==> config.mk <==
export PLATFORM = sky130hd
export DESIGN_NAME = mult_div_unit
export DESIGN_NICKNAME = d
export VERILOG_FILES = /design/src/rtl/mult_div_unit.sv
export SDC_FILE = /design/constraint.sdc
export NUM_CORES = 1
export LEC_CHECK = 0
export ABC_AREA = 1
export CORE_ASPECT_RATIO = 1.4
export CORE_MARGIN = 1.5
export CORE_UTILIZATION = 45
export CTS_CLUSTER_DIAMETER = 60
export CTS_CLUSTER_SIZE = 12
export DETAILED_ROUTE_END_ITERATION = 10
export PLACE_DENSITY = 0.74
export SYNTH_ARGS = -nofsm -noshare
export SYNTH_HDL_FRONTEND = slang
export SYNTH_SLANG_ARGS = --single-unit
==> constraint.sdc <==
create_clock -name CLK -period 3.02 [get_ports CLK]
set_input_delay 0.453 -clock CLK [delete_from_list [all_inputs] [get_ports CLK]]
set_output_delay 0.453 -clock CLK [all_outputs]
set_load 0.02 [all_outputs]
==> src/rtl/mult_div_unit.sv <==
`default_nettype none
// ============================================================================
// Module   : mult_div_unit
// Purpose  : Iterative MIPS32 multiply/divide unit holding the architectural
//            HI/LO registers. MULT/MULTU use radix-2 shift-add, DIV/DIVU use
//            restoring shift-subtract; both run on operand magnitudes and
//            fix the signs in a final cycle. Also services MTHI/MTLO.
// Ports    : CLK        - rising-edge clock
//            RST_N      - synchronous active-low reset
//            Start/Op   - launch request and operation (00 MULT, 01 MULTU,
//                         10 DIV, 11 DIVU), sampled only when not busy
//            OperandA/B - rs/rt values, captured at the Start edge
//            MoveEn/MoveSel/MoveData - MTHI (sel=1) / MTLO (sel=0) write
//            Busy       - operation in flight
//            Done       - one-cycle pulse, HI/LO hold the new result
//            HI/LO      - architectural result registers
// Config   : MDU_DIV_EN - when defined the divider datapath is built; when
//            undefined a divide request completes immediately with HI/LO
//            left unchanged.
// Revision : 1.0 - initial release
// ============================================================================
module mult_div_unit #(
  parameter int WIDTH = 32
) (
  input  logic             CLK,
  input  logic             RST_N,
  input  logic             Start,
  input  logic [1:0]       Op,
  input  logic [WIDTH-1:0] OperandA,
  input  logic [WIDTH-1:0] OperandB,
  input  logic             MoveEn,
  input  logic             MoveSel,
  input  logic [WIDTH-1:0] MoveData,
  output logic             Busy,
  output logic             Done,
  output logic [WIDTH-1:0] HI,
  output logic [WIDTH-1:0] LO
);

  localparam int c_cntW = $clog2(WIDTH);
  localparam logic [c_cntW-1:0] c_lastCnt = c_cntW'(WIDTH - 1);

  localparam logic [1:0] c_Idle = 2'd0;
  localparam logic [1:0] c_Calc = 2'd1;
  localparam logic [1:0] c_Fix  = 2'd2;
  localparam logic [1:0] c_Done = 2'd3;

  logic [1:0]         r_state;
  logic [c_cntW-1:0]  r_count;
  // Accumulator: multiply keeps {partial product, remaining multiplier};
  // divide keeps {partial remainder, dividend bits / quotient bits}.
  logic [2*WIDTH-1:0] r_acc;
  // Multiplicand (multiply) or divisor magnitude (divide).
  logic [WIDTH-1:0]   r_addend;
  // Negate product (multiply) or quotient (divide).
  logic               r_negQ;
`ifdef MDU_DIV_EN
  logic               r_isDiv;
  logic               r_negRem;
  logic               r_divZero;
`endif

  logic               w_signA;
  logic               w_signB;
  logic [WIDTH-1:0]   w_absA;
  logic [WIDTH-1:0]   w_absB;
  logic [WIDTH:0]     w_sum;
  logic [2*WIDTH-1:0] w_mulStep;
  logic [2*WIDTH-1:0] w_prodFix;
`ifdef MDU_DIV_EN
  logic [WIDTH:0]     w_remSh;
  logic [WIDTH:0]     w_diff;
  logic [2*WIDTH-1:0] w_divStep;
  logic [WIDTH-1:0]   w_quoFix;
  logic [WIDTH-1:0]   w_remFix;
`endif

  // Op[0] = 0 marks the signed variants (MULT, DIV).
  assign w_signA = ~Op[0] & OperandA[WIDTH-1];
  assign w_signB = ~Op[0] & OperandB[WIDTH-1];
  assign w_absA  = w_signA ? (~OperandA + 1'b1) : OperandA;
  assign w_absB  = w_signB ? (~OperandB + 1'b1) : OperandB;

  // Shift-add step: add the multiplicand when the current multiplier bit is
  // set, then shift the whole accumulator (including the carry) right.
  always_comb begin
    w_sum     = {1'b0, r_acc[2*WIDTH-1:WIDTH]} +
                {1'b0, (r_acc[0] ? r_addend : {WIDTH{1'b0}})};
    w_mulStep = {w_sum, r_acc[WIDTH-1:1]};
    w_prodFix = r_negQ ? (~r_acc + 1'b1) : r_acc;
  end

`ifdef MDU_DIV_EN
  // Restoring step: shift the next dividend bit into the remainder and keep
  // the difference only when it does not borrow. With a zero divisor every
  // step succeeds, leaving an all-ones quotient and the dividend magnitude
  // as remainder, which the sign fix turns back into the original dividend.
  always_comb begin
    w_remSh = r_acc[2*WIDTH-1:WIDTH-1];
    w_diff  = w_remSh - {1'b0, r_addend};
    if (w_diff[WIDTH]) begin
      w_divStep = {w_remSh[WIDTH-1:0], r_acc[WIDTH-2:0], 1'b0};
    end else begin
      w_divStep = {w_diff[WIDTH-1:0], r_acc[WIDTH-2:0], 1'b1};
    end
    // A signed zero-divide would otherwise negate the all-ones quotient.
    if (r_divZero) begin
      w_quoFix = {WIDTH{1'b1}};
    end else if (r_negQ) begin
      w_quoFix = ~r_acc[WIDTH-1:0] + 1'b1;
    end else begin
      w_quoFix = r_acc[WIDTH-1:0];
    end
    w_remFix = r_negRem ? (~r_acc[2*WIDTH-1:WIDTH] + 1'b1)
                        : r_acc[2*WIDTH-1:WIDTH];
  end
`endif

  always_ff @(posedge CLK) begin
    if (!RST_N) begin
      r_state   <= c_Idle;
      r_count   <= '0;
      r_acc     <= '0;
      r_addend  <= '0;
      r_negQ    <= 1'b0;
`ifdef MDU_DIV_EN
      r_isDiv   <= 1'b0;
      r_negRem  <= 1'b0;
      r_divZero <= 1'b0;
`endif
      HI        <= '0;
      LO        <= '0;
    end else begin
      case (r_state)
        c_Idle, c_Done: begin
          r_state <= c_Idle;
          if (Start) begin
            // Start takes priority; a simultaneous move is dropped.
`ifdef MDU_DIV_EN
            r_state   <= c_Calc;
            r_count   <= '0;
            r_negQ    <= w_signA ^ w_signB;
            r_isDiv   <= Op[1];
            r_negRem  <= w_signA;
            r_divZero <= Op[1] & (OperandB == {WIDTH{1'b0}});
            if (Op[1]) begin
              r_acc    <= {{WIDTH{1'b0}}, w_absA};
              r_addend <= w_absB;
            end else begin
              r_acc    <= {{WIDTH{1'b0}}, w_absB};
              r_addend <= w_absA;
            end
`else
            if (Op[1]) begin
              // No divider: acknowledge immediately, HI/LO untouched.
              r_state <= c_Done;
            end else begin
              r_state  <= c_Calc;
              r_count  <= '0;
              r_negQ   <= w_signA ^ w_signB;
              r_acc    <= {{WIDTH{1'b0}}, w_absB};
              r_addend <= w_absA;
            end
`endif
          end else if (MoveEn) begin
            if (MoveSel) begin
              HI <= MoveData;
            end else begin
              LO <= MoveData;
            end
          end
        end

        c_Calc: begin
`ifdef MDU_DIV_EN
          r_acc <= r_isDiv ? w_divStep : w_mulStep;
`else
          r_acc <= w_mulStep;
`endif
          r_count <= r_count + c_cntW'(1);
          if (r_count == c_lastCnt) begin
            r_state <= c_Fix;
          end
        end

        c_Fix: begin
`ifdef MDU_DIV_EN
          if (r_isDiv) begin
            HI <= w_remFix;
            LO <= w_quoFix;
          end else begin
            HI <= w_prodFix[2*WIDTH-1:WIDTH];
            LO <= w_prodFix[WIDTH-1:0];
          end
`else
          HI <= w_prodFix[2*WIDTH-1:WIDTH];
          LO <= w_prodFix[WIDTH-1:0];
`endif
          r_state <= c_Done;
        end

        default: r_state <= c_Idle;
      endcase
    end
  end

  assign Busy = (r_state == c_Calc) || (r_state == c_Fix);
  assign Done = (r_state == c_Done);

endmodule
`default_nettype wire

* Word level (Yosys, flattened, before mapping)
Index checks and enable logic that the tools add are counted.
Word-level totals: logic and storage cells 62, output and inout port bits 66, bits in writable memories 0, latch bits 0, memories 0, bits in read-only memories 0, bits of input ports 103, register bits 168
Cells by class: multiply operators 0, bitwise operators 8, equality and inequality tests 11, shifts and indexed selects 0, $add $sub $neg 5, divide/modulo/power cells 0, muxes and demuxes 22, magnitude comparators 0, reduce and logical (&&, ||, !) cells 9
Operator list (count):
- two-way mux 32 bit | 9
- two-way mux 64 bit | 3
- one-hot mux 32 bit (2 select lines) | 2
- one-hot mux 64 bit (2 select lines) | 1
- adder 32 x 1 -> 32 bit (second input constant) | 2
- adder 64 x 1 -> 64 bit (second input constant) | 1
- NOT 32 bit | 2
- NOT 64 bit | 1
- adder 32 x 32 -> 33 bit | 1
- != test 2 bit (second input constant) | 7
- two-way mux 5 bit | 2
- one-hot mux 5 bit (2 select lines) | 1
- AND reduction 4 bit | 2
- two-way mux 2 bit | 3
- one-hot mux 2 bit (3 select lines) | 1
- AND reduction 3 bit | 2
- adder 5 x 1 -> 5 bit (second input constant) | 1
- == test 5 bit (second input constant) | 1
- == test 2 bit (second input constant) | 2
- nonzero test 2 bit | 2
- AND 1 bit | 2
- == test 2 x 1 -> 1 bit (second input constant) | 1
- zero test 2 bit | 1
- NOT 1 bit | 2
- 3 further kinds | 3

* Depth between registers and ports, before layout
Gate-level depths: netlist of the first run.
depth in word-level cells 6, depth in mapped cells 18, depth with buffers taken out 16

* Worst setup path before layout of the first run
No wires, ideal clock.
kind register to register, start point register r_acc[0], end point register r_acc[63], library setup time 70 ps, clock period less this slack 2243 ps, path buffers 2, arrival 2173 ps, data required time 2950 ps, setup slack 777 ps, cell stages (with the launch flop) 19, cells stage by stage dfxtp_1 > buf_6 > clkbuf_1 > nand2_1 > inv_1 > ha_1 > inv_1 > fa_1 > inv_1 > nand3_1 > nand3_1 > nand2_1 > nand2_1 > nand2_1 > nand2_1 > nand3_1 > nand2_1 > nand2_1 > a21oi_1
Between the ends: word-level cells in the longest chain between the ends 3
Ends and longest elaborated chain:
- start: declaration | RTL line 52 | logic [2*WIDTH-1:0] r_acc;
- start signal: assignment | RTL line 161 | r_acc <= {{WIDTH{1'b0}}, w_absB};
- start signal: assignment | RTL line 178 | r_acc <= w_mulStep;
- two-way mux 32 bit | RTL line 88 | {1'b0, (r_acc[0] ? r_addend : {WIDTH{1'b0}})};
- adder 32 x 32 -> 33 bit | RTL line 87 | w_sum = {1'b0, r_acc[2*WIDTH-1:WIDTH]} +
- one-hot mux 64 bit (2 select lines) | RTL line 134 | case (r_state)
Every way passes these cells. A chain may end at the register's enable or synchronous reset.

* Worst setup path after layout of the first run
start point register r_acc[0], end point register r_acc[53]
Same word-level chain as after synthesis.

==> key figures, run 1 <==
Power
  • Internal power: 5.79 mW
  • Worst vdd ir: 0.432 mV
  • Switching part of the total: 0.476
  • Switch Pwr: 5.27 mW
  • Leakage power: 7.83 nW
  • PwrDens: 694 mW/mm2
  • Combinational share of power: 0.506
  • Flop pwr share: 0.288
  • Clock share of power: 0.207

GRT
  • Total grt overflow: 0
  • GRT Overall Usage: 0.354
  • Vias in the first global route: 14,881
  • Initial antenna violation count: 0
  • First-pass GRT wire length: 82,400 um
  • Largest net degree at the start of global routing: 93

Floorplan
  • I/O pins: 169
  • Die Y: 207 um
  • Cell Rows: 74
  • Core box area: 0.0292 mm2
  • Die Footprint: 0.0307 mm2
  • Die X: 148 um
  • Initial Util: 0.457

Timing
  • Final Hold Fails: 0
  • Worst-Margin Slew: 0.875 ns
  • Endpoints failing setup: 0
  • Crit path time final: 2.57 ns
  • Worst slew margin: 0.416
  • Setup TNS: 0 ns
  • Max Clock Freq: 389 MHz
  • RSZ-0062 raised after global routing: no
  • Final Cycle Share: 0.851
  • Final Skew: 0.0169 ns
  • Slew Viols, Final: 0

Status
  • Status: finished, final reports clean

Final layout
  • Antenna diodes: 0
  • Post-route cell area: 0.0159 mm2
  • Commonest non-fill, non-tap cell in the layout: nand2_1
  • Most frequent cells in the layout: nand2_1 (647), inv_1 (342), nor2_1 (288)
  • Share of cells above drive strength 1: 0.0430
  • Fin nets: 2,617
  • Area growth from synthesis to layout: 19.6%

Detailed routing
  • DRT iter0 DRCs: 1,387
  • First-pass detailed-route iteration total: 8
  • Wire length per cell: 19.1 um
  • Detail Route Antenna Nets: 0
  • Routed vias: 15,874
  • Via density: 5.54
  • DRC: 0
  • Final WL: 54,700 um

Clock tree
  • Clk Latency, worst-skew pair: 0.45 ns
  • Post_cts resized: 0
  • CTS Hold Bufs: 0
  • Clk root buf: clkbuf_16
  • TritonCTS clock tree: done
  • CTS clock-pin slew for the worst setup and hold paths: 0.08 ns
  • H-tree Lvls: 4
  • Clock tree sinks: 168
  • Clock Path Buffers: 2
  • Number of post-CTS setup repair buffers: 0
  • Clock buffer count from CTS: 17

Place
  • Gpl congestion: 1.01
  • Cell Area, Placed: 0.0153 mm2
  • Port Buffers: 168
  • Post-DP HPWL: 43,600 um

Critical path
  • CP required: 3.35 ns
  • CP Capture Type: register
  • Worst Path Arrival: 2.90 ns
  • Startpoint types: register
  • Critical Setup Path Class: register to register
  • Crit Path Max Fanout: 32

Hold path
  • Hold Crit Class: register to register

Synthesis
  • Mapped Nets: 2,496
  • Netlist Area Pre-Place: 0.0133 mm2
  • Synth Instances: 2,352
  • Top_reg_cell synth: dfxtp_1
  • Register area share after synthesis: 0.252
  • Yosys warnings: 0
  • Synth async-reset ratio: 0
  • Synth Area per Inst: 5.67 um2
  • Post-synth EDFFs: 0
  • Synthesized flop and latch total: 168
  • Synth unique cells: 43

Flow run
  • Total of max-cap violations: 0
[routing by layer]
metal	GRT usage	wire length, um
met5	0	0
met4	0.283	4850
met3	0.0396	2500
met2	0.656	28100
met1	0.358	19300
[layout make-up]
class | count | area, um2
inverter | 353 | 1330
sequential | 168 | 3360
tap | 380 | 475
fill | 3063 | 13200
multi-input combinational | 1748 | 8290
clock inverter | 15 | 178
timing repair buffer | 185 | 1880
clock buffer | 17 | 425
[logic make-up (layout without fill, tap and decap cells)]
family	after synthesis	in the layout	share of synthesized area
xor+xnor	18	18	0.0118
compound gates	409	409	0.164
buf+inv	436	570	0.126
simple gates	1280	1280	0.407
flops	168	168	0.252
fa+ha+maj	41	41	0.0391
[path summary, 6_finish.rpt]
kind	from	endpoint	slack, ns	cells after the start
setup / recovery	r_acc[0]	r_acc[53]	0.45	14
setup reg to reg	r_acc[0]	r_acc[53]	0.45	14
hold reg to reg	r_count[4]	r_count[4]	0.47	2
hold / removal	r_count[4]	r_count[4]	0.47	2
[cells in the mapped netlist, types with 2 or more instances]
master,number,area share
a21o_1,4,0.0023
a21oi_1,197,0.074
a31oi_1,23,0.011
and2_1,2,0.00094
buf_1,7,0.0020
buf_2,18,0.0068
buf_4,3,0.0017
clkbuf_1,54,0.015
dfxtp_1,168,0.25
ha_1,40,0.038
inv_1,343,0.097
inv_2,9,0.0025
nand2_1,647,0.18
nand2_2,2,0.00094
nand3_1,241,0.091
nand3_2,3,0.0023
nand3b_1,10,0.0056
nand4_1,30,0.014
nor2_1,289,0.081
nor2_2,7,0.0033
nor2_4,7,0.0059
nor3_1,16,0.0060
nor4_1,3,0.0014
o211ai_1,9,0.0051
o21a_1,2,0.0011
o21ai_0,136,0.051
o21ai_1,2,0.00075
o21ai_2,4,0.0026
o21bai_1,5,0.0028
o221ai_1,2,0.0013
o22ai_1,24,0.011
or2_2,18,0.0085
xnor2_1,2,0.0013
xor2_1,16,0.011
[state kept, by name, summed over array words and instances (netlist names)]
name      flops
HI           32
LO           32
r_acc        64
r_addend     32
r_count       5
r_negQ        1
r_state       2
[power by group through the flow]
stage	Clock [mW]	Sequential [mW]	Combinational (mW)
after floorplan	0	3.50	3.03
after global routing	2.40	3.22	6.07
final	2.29	3.18	5.59
after CTS	2.30	3.16	5.52
after global placement	0	3.20	5.45
after detailed placement	0	3.21	5.50
[through the flow]
| stage | hold slack (ns) | worst slack [ns] | std cells | total power, mW | utilization |
|---|---|---|---|---|---|
| after floorplan | 0.445 | 0.777 | 2352 | 6.53 | - |
| after global placement | 0.455 | 0.318 | 2834 | 8.66 | 0.526 |
| after detailed placement | 0.465 | 0.297 | 2834 | 8.70 | 0.526 |
| after CTS | 0.476 | 0.511 | 2866 | 11.0 | 0.546 |
| after global routing | 0.507 | 0.315 | 2866 | 11.7 | 0.546 |
| final | 0.473 | 0.449 | 2866 | 11.1 | 0.546 |
[worst max-delay path: stages, from the launching register on]
cell and delay (ns):
dfxtp_1 0.37, buf_12 0.18, nand2_1 0.08, inv_1 0.06
ha_1 0.40, nand2_1 0.17, nor2_1 0.28, and2_1 0.17
nand2_1 0.05, nand2_1 0.24, nand2_1 0.12, nand2_1 0.07
nand2_1 0.04, nand3_1 0.12, a21oi_1 0.08
Note: power is estimated with default switching activity, not from simulation.
==> inputs of run 2 (changes only) <==
--- a/config.mk
+++ b/config.mk
@@ -13,6 +13,7 @@
 export CTS_CLUSTER_SIZE = 12
 export DETAILED_ROUTE_END_ITERATION = 10
 export PLACE_DENSITY = 0.74
+export SLEW_MARGIN = 40
 export SYNTH_ARGS = -nofsm -noshare
 export SYNTH_HDL_FRONTEND = slang
 export SYNTH_SLANG_ARGS = --single-unit
==> run 2 against run 1 <==
Core utilization unchanged. Maximum frequency up 0.56%. Largest cell class unchanged. Final area is the same. Routed wire length barely moved. Highest routed layer unchanged. Die area stayed put. First-iteration DRC count about the same. Sequential share of layout area unchanged.
==> key figures, run 2 (same netlist as run 1, synthesis figures left out) <==
GRT
  • Initial antenna violation count: 0 (unchanged)
  • GRT Overall Usage: 0.354 (unchanged)
  • First-pass GRT wire length: 82,400 um (unchanged)
  • Vias in the first global route: 14,881 (unchanged)
  • Total grt overflow: 0 (unchanged)
  • Largest net degree at the start of global routing: 93 (unchanged)

Timing
  • Crit path time final: 2.56 ns (was 2.57 ns)
  • RSZ-0062 raised after global routing: no (unchanged)
  • Slew Viols, Final: 0 (unchanged)
  • Setup TNS: 0 ns (unchanged)
  • Worst-Margin Slew: 0.869 ns (was 0.875 ns)
  • Endpoints failing setup: 0 (unchanged)
  • Final Skew: 0.0169 ns (about the same)
  • Final Hold Fails: 0 (unchanged)
  • Worst slew margin: 0.421 (was 0.416)
  • Final Cycle Share: 0.846 (was 0.851)
  • Max Clock Freq: 391 MHz (was 389 MHz)
  • Fin worst setup slack: 0.464 ns (was 0.449 ns)

Critical path
  • CP Capture Type: register (unchanged)
  • Critical R2R Capture: r_acc[53] (unchanged)
  • Most used cell, CP: nand2_1 (unchanged)
  • CP max stage cell: ha_1 (unchanged)
  • Stages on worst setup path: 14 (unchanged)
  • CP peak stage delay: 0.39 ns (was 0.40 ns)
  • Worst R2R Start: r_acc[0] (unchanged)
  • Worst Path Arrival: 2.89 ns (was 2.90 ns)
  • CP required: 3.35 ns (about the same)
  • Reg2reg setup slack: 0.46 ns (was 0.45 ns)
  • Family with the most delay on the worst path: simple AND/OR/NAND/NOR gates (unchanged)
  • Crit Path Max Fanout: 32 (unchanged)
  • Worst R2R Path Depth: 14 (unchanged)
  • CP cell instances: buf_12, nand2_1, inv_1, ha_1, nand2_1, nor2_1, and2_1, nand2_1, nand2_1, nand2_1, nand2_1, nand2_1, nand3_1, a21oi_1 (unchanged)
  • Critical Setup Path Class: register to register (unchanged)
  • Worst Path Buf+Inv: 2 (unchanged)
  • Startpoint types: register (unchanged)

Clock tree
  • Clk Latency, worst-skew pair: 0.45 ns (about the same)
  • H-tree Lvls: 4 (unchanged)
  • CTS Hold Bufs: 0 (unchanged)
  • TritonCTS clock tree: done (unchanged)
  • Clock Path Buffers: 2 (unchanged)
  • CTS clock-pin slew for the worst setup and hold paths: 0.08 ns (about the same)
  • Clock buffer count from CTS: 17 (unchanged)
  • Post_cts resized: 0 (unchanged)
  • Clock tree sinks: 168 (unchanged)
  • Clk root buf: clkbuf_16 (unchanged)
  • Number of post-CTS setup repair buffers: 0 (unchanged)

Hold path
  • Hold path start: r_count[4] (unchanged)
  • Hold depth: 2 (unchanged)
  • Worst Hold End: r_count[4] (unchanged)
  • Hold Crit Class: register to register (unchanged)

Place
  • Port Buffers: 168 (unchanged)
  • Post-DP HPWL: 43,600 um (unchanged)
  • Gpl congestion: 1.01 (unchanged)
  • Inst Count DP: 2,834 (unchanged)
  • DP Worst Slack: 0.297 ns (unchanged)

Power
  • PwrDens: 694 mW/mm2 (about the same)
  • Switch Pwr: 5.26 mW (was 5.27 mW)
  • Clock share of power: 0.207 (about the same)
  • Internal power: 5.79 mW (about the same)
  • Flop pwr share: 0.288 (about the same)
  • Leakage power: 7.83 nW (about the same)
  • Combinational share of power: 0.505 (was 0.506)
  • Power Total: 11.1 mW (about the same)
  • Switching part of the total: 0.476 (about the same)
  • Worst vdd ir: 0.433 mV (was 0.432 mV)

Final layout
  • Layout fillers: 3,063 (unchanged)
  • Final cell count without fillers: 2,866 (unchanged)
  • FF+latch area: 0.00336 mm2 (unchanged)
  • Share of cells above drive strength 1: 0.0430 (unchanged)
  • Largest Register: r_acc (unchanged)
  • Most frequent cells in the layout: nand2_1 (647), inv_1 (341), nor2_1 (288) (was nand2_1 (647), inv_1 (342), nor2_1 (288))
  • Commonest non-fill, non-tap cell in the layout: nand2_1 (unchanged)
  • Area growth from synthesis to layout: 19.6% (unchanged)
  • Fin nets: 2,617 (unchanged)
  • Multi-input gate area: 0.00829 mm2 (unchanged)
  • Number of flip-flops in the largest register: 64 (unchanged)
  • Antenna diodes: 0 (unchanged)

Floorplan
  • Die Footprint: 0.0307 mm2 (unchanged)
  • I/O pins: 169 (unchanged)
  • Die X: 148 um (unchanged)
  • Core box area: 0.0292 mm2 (unchanged)
  • Die Y: 207 um (unchanged)
  • Initial Util: 0.457 (unchanged)
  • Cell Rows: 74 (unchanged)

Detailed routing
  • Wire length per cell: 19.1 um (about the same)
  • DRC: 0 (unchanged)
  • Via density: 5.53 (was 5.54)
  • Final WL: 54,700 um (about the same)
  • Routed vias: 15,856 (was 15,874)
  • DRT iter0 DRCs: 1,388 (was 1,387)
  • First-pass detailed-route iteration total: 8 (unchanged)
  • Detail Route Antenna Nets: 0 (unchanged)

Flow run
  • Total of max-cap violations: 0 (unchanged)

Status
  • Status: finished, final reports clean (unchanged)
run 2: power groups by stage:
stage	Combinational, mW	Sequential [mW]	Clock [mW]
floorplan	3.03	3.50	0
CTS	5.52	3.16	2.30
detailed placement	5.50	3.21	0
global placement	5.45	3.20	0
global route	6.07	3.22	2.40
finish	5.59	3.18	2.29
run 2: layout make-up:
type | instances | share of cell area
well taps | 380 | 0.0298
multi-input cells | 1748 | 0.520
repair buffers | 185 | 0.118
inverters | 353 | 0.0831
flip-flops and latches | 168 | 0.211
clock buffers | 17 | 0.0267
clock inverters | 15 | 0.0111
run 2: tightest hold or removal path: stages (launching register included):
cell and delay [ns]:
dfxtp_1 0.32, nand2_1 0.06, a21oi_1 0.05
run 2: stage by stage:
stage	cell area [um2]	utilization	hold WS (ns)
2_1_floorplan	13300	-	0.445
3_3_place_gp	15300	0.526	0.455
3_5_place_dp	15300	0.526	0.465
4_1_cts	15900	0.546	0.476
5_1_grt	15900	0.546	0.507
6_report	15900	0.546	0.473
run 2: metal layers:
| layer | vias to the layer above | wire length (um) | global-route usage |
|---|---|---|---|
| met5 | - | 0 | 0 |
| met4 | 0 | 4790 | 0.283 |
| met3 | 196 | 2520 | 0.0396 |
| met2 | 562 | 28100 | 0.656 |
| met1 | 7314 | 19200 | 0.358 |
| li1 | 7784 | - | - |
run 2: worst max-delay path by stage:
stage	slack, ns	to	from
floorplan	0.78	r_acc[63]	r_acc[0]
global placement	0.32	r_acc[29]	Op[0]
detailed placement	0.30	r_acc[21]	Op[0]
CTS	0.51	r_acc[53]	r_acc[0]
global route	0.31	r_acc[61]	r_acc[0]
finish	0.46	r_acc[53]	r_acc[0]
==> inputs of run 3 (changes only) <==
==> constraint.sdc (replaced) <==
create_clock -name CLK -period 2.4 [get_ports CLK]
set_input_delay 0.36 -clock CLK [delete_from_list [all_inputs] [get_ports CLK]]
set_output_delay 0.36 -clock CLK [all_outputs]
set_load 0.02 [all_outputs]
==> run 3 against run 2 <==
Sequential power grew 26%. Final area grew 2.7%. Via count grew 0.98%. Die area is the same. Final cell count grew 1.2%. Flip-flop and latch count is the same. Combinational power grew 29%. First-iteration DRC count shrank 13%. Power grew 28%. Clock power grew 28%. Highest routed layer unchanged. Critical endpoint is now r_acc[46]. Routed wire length grew 3.9%.
==> key figures, run 3 (same netlist as run 1, synthesis figures left out) <==
Place
  • Gpl congestion: 0.993 (was 1.01)
  • Cell Area, Placed: 0.0156 mm2 (was 0.0153 mm2)
  • Post-DP HPWL: 45,500 um (was 43,600 um)
  • Port Buffers: 168 (unchanged)
  • DP Worst Slack: -0.0490 ns (was 0.297 ns)

Critical path
  • Worst R2R Path Depth: 15 (was 14)
  • CP max stage cell: dfxtp_4 (was ha_1)
  • Most used cell, CP: nand2_1 (unchanged)
  • Worst Path Buf+Inv: 4 (was 2)
  • Critical Setup Path Class: register to register (unchanged)
  • CP required: 2.72 ns (was 3.35 ns)
  • Crit Path Max Fanout: 11 (was 32)
  • CP cell instances: buf_12, nand2_4, inv_1, ha_2, nand2_1, inv_1, nand2_1, nand2_1, inv_1, nand2_2, nand2_1, nand2_2, or2_2, nand3_1, a21oi_1 (was buf_12, nand2_1, inv_1, ha_1, nand2_1, nor2_1, and2_1, nand2_1, nand2_1, nand2_1, nand2_1, nand2_1, nand3_1, a21oi_1)
  • Startpoint types: register (unchanged)
  • Worst Path Arrival: 2.60 ns (was 2.89 ns)
  • Family with the most delay on the worst path: simple AND/OR/NAND/NOR gates (unchanged)
  • Worst R2R Start: r_acc[0] (unchanged)
  • Stages on worst setup path: 15 (was 14)
  • Reg2reg setup slack: 0.12 ns (was 0.46 ns)
  • CP Capture Type: register (unchanged)
  • Critical R2R Capture: r_acc[46] (was r_acc[53])
  • CP peak stage delay: 0.43 ns (was 0.39 ns)

Detailed routing
  • Via density: 5.52 (was 5.53)
  • Final WL: 56,800 um (was 54,700 um)
  • Detail Route Antenna Nets: 0 (unchanged)
  • DRC: 0 (unchanged)
  • Wire length per cell: 19.6 um (was 19.1 um)
  • First-pass detailed-route iteration total: 5 (was 8)
  • DRT iter0 DRCs: 1,208 (was 1,388)
  • Routed vias: 16,011 (was 15,856)

Hold path
  • Hold path start: RST_N (was r_count[4])
  • Hold depth: 2 (unchanged)
  • Hold Crit Class: input pin to register (was register to register)
  • Worst Hold End: r_acc[43] (was r_count[4])

Status
  • Status: finished, final reports clean (unchanged)

Power
  • Internal power: 7.53 mW (was 5.79 mW)
  • Worst vdd ir: 0.675 mV (was 0.433 mV)
  • Flop pwr share: 0.283 (was 0.288)
  • Combinational share of power: 0.510 (was 0.505)
  • PwrDens: 867 mW/mm2 (was 694 mW/mm2)
  • Clock share of power: 0.207 (about the same)
  • Leakage power: 8.07 nW (was 7.83 nW)
  • Switching part of the total: 0.469 (was 0.476)
  • Power Total: 14.2 mW (was 11.1 mW)
  • Switch Pwr: 6.66 mW (was 5.26 mW)

Final layout
  • Commonest non-fill, non-tap cell in the layout: nand2_1 (unchanged)
  • Largest Register: r_acc (unchanged)
  • Fin nets: 2,651 (was 2,617)
  • Final Util: 0.561 (was 0.546)
  • Post-route cell area: 0.0164 mm2 (was 0.0159 mm2)
  • Most frequent cells in the layout: nand2_1 (637), inv_1 (342), nor2_1 (282) (was nand2_1 (647), inv_1 (341), nor2_1 (288))
  • Share of cells above drive strength 1: 0.0671 (was 0.0430)
  • Number of flip-flops in the largest register: 64 (unchanged)
  • Area growth from synthesis to layout: 22.8% (was 19.6%)
  • Antenna diodes: 0 (unchanged)
  • Layout fillers: 3,063 (unchanged)

GRT
  • GR Layer Usage met3: 0.0666 (was 0.0396)
  • Met1 GRT Util: 0.360 (was 0.358)
  • Initial antenna violation count: 0 (unchanged)
  • Total grt overflow: 0 (unchanged)
  • Largest net degree at the start of global routing: 84 (was 93)
  • Vias in the first global route: 15,199 (was 14,881)
  • First-pass GRT wire length: 85,300 um (was 82,400 um)
  • GRT Overall Usage: 0.371 (was 0.354)
  • GR peak layer: met2 (unchanged)
  • M2 GR Usage: 0.685 (was 0.656)

Clock tree
  • Number of post-CTS setup repair buffers: 0 (unchanged)
  • CTS clock-pin slew for the worst setup and hold paths: 0.08 ns (about the same)
  • Clock buffer count from CTS: 17 (unchanged)
  • Clk Latency, worst-skew pair: 0.46 ns (was 0.45 ns)
  • Clk root buf: clkbuf_16 (unchanged)
  • H-tree Lvls: 4 (unchanged)
  • Clock Path Buffers: 2 (unchanged)
  • Clock tree sinks: 168 (unchanged)
  • TritonCTS clock tree: done (unchanged)

Timing
  • Final Skew: 0.0135 ns (was 0.0169 ns)
  • Worst slew margin: 0.434 (was 0.421)
  • Final Cycle Share: 0.950 (was 0.846)
  • Endpoints failing setup: 0 (unchanged)
  • Worst-Margin Slew: 0.848 ns (was 0.869 ns)
  • Crit path time final: 2.28 ns (was 2.56 ns)
  • Final Hold Fails: 0 (unchanged)
  • Max Clock Freq: 439 MHz (was 391 MHz)
  • Fin worst setup slack: 0.121 ns (was 0.464 ns)
  • Slew Viols, Final: 0 (unchanged)
  • RSZ-0062 raised after global routing: yes (was no)

Flow run
  • Total of max-cap violations: 0 (unchanged)

Floorplan
  • Core box area: 0.0292 mm2 (unchanged)
  • Die Y: 207 um (unchanged)
  • Cell Rows: 74 (unchanged)
  • Initial Util: 0.457 (unchanged)
  • I/O pins: 169 (unchanged)
  • Die X: 148 um (unchanged)
  • Die Footprint: 0.0307 mm2 (unchanged)
## run 3: worst max-delay path by stage
stage                     start            to  slack (ns)
CTS                    r_acc[0]     r_acc[54]        0.02
floorplan              r_acc[0]     r_acc[63]        0.16
detailed placement     r_acc[0]     r_acc[46]       -0.05
global placement    OperandA[0]  r_addend[12]       -0.04
finish                 r_acc[0]     r_acc[46]        0.12
global route           r_acc[1]        HI[14]       -0.04
## run 3: area by class of cell
class	instances	area, um2	share of cell area
Tap cell	380	475	0.0290
Clock inverter	13	170	0.0104
Clock buffer	19	453	0.0277
Inverter	353	1330	0.0809
Timing Repair Buffer	219	2180	0.133
Multi-Input combinational cell	1748	8400	0.513
Sequential cell	168	3370	0.206
## run 3: worst reg2reg max path: cells and delay by family (launching register included)
family	cells	cell delay, ns
adder cells (fa/ha/maj)	1	0.30
buffers and inverters	4	0.37
AO/OA/AOI/OAI	1	0.06
flip-flops	1	0.43
AND/OR/NAND/NOR	9	0.99
## run 3: what timing repair did
action,CTS,global route
resized for setup,2,33
hold buffers,0,0
pin swaps,0,0
endpoints found under the hold margin,0,0
endpoints found under the setup margin,4,29
gates cloned,0,1
## run 3: through the flow
step,TNS (ns),instances,hold slack (ns)
5_1_grt,-0.0433,2900,0.348
3_3_place_gp,-0.120,2867,0.458
3_5_place_dp,-0.189,2867,0.467
2_1_floorplan,0,2352,0.445
6_report,0,2900,0.353
4_1_cts,0,2899,0.322
## run 3: power by group through the flow
| stage | logic (mW) | registers, mW | clock network, mW |
|---|---|---|---|
| global placement | 7.05 | 4.03 | 0 |
| detailed placement | 7.10 | 4.03 | 0 |
| finish | 7.23 | 4.02 | 2.94 |
| CTS | 7.12 | 3.98 | 2.97 |
| global route | 7.90 | 4.06 | 3.07 |
| floorplan | 3.81 | 4.40 | 0 |
## run 3: layer usage
layer | vias up | wire (um)
met2 | 581 | 29200
met5 | - | 0
met4 | 0 | 5490
met1 | 7336 | 19200
met3 | 235 | 3000
li1 | 7859 | -
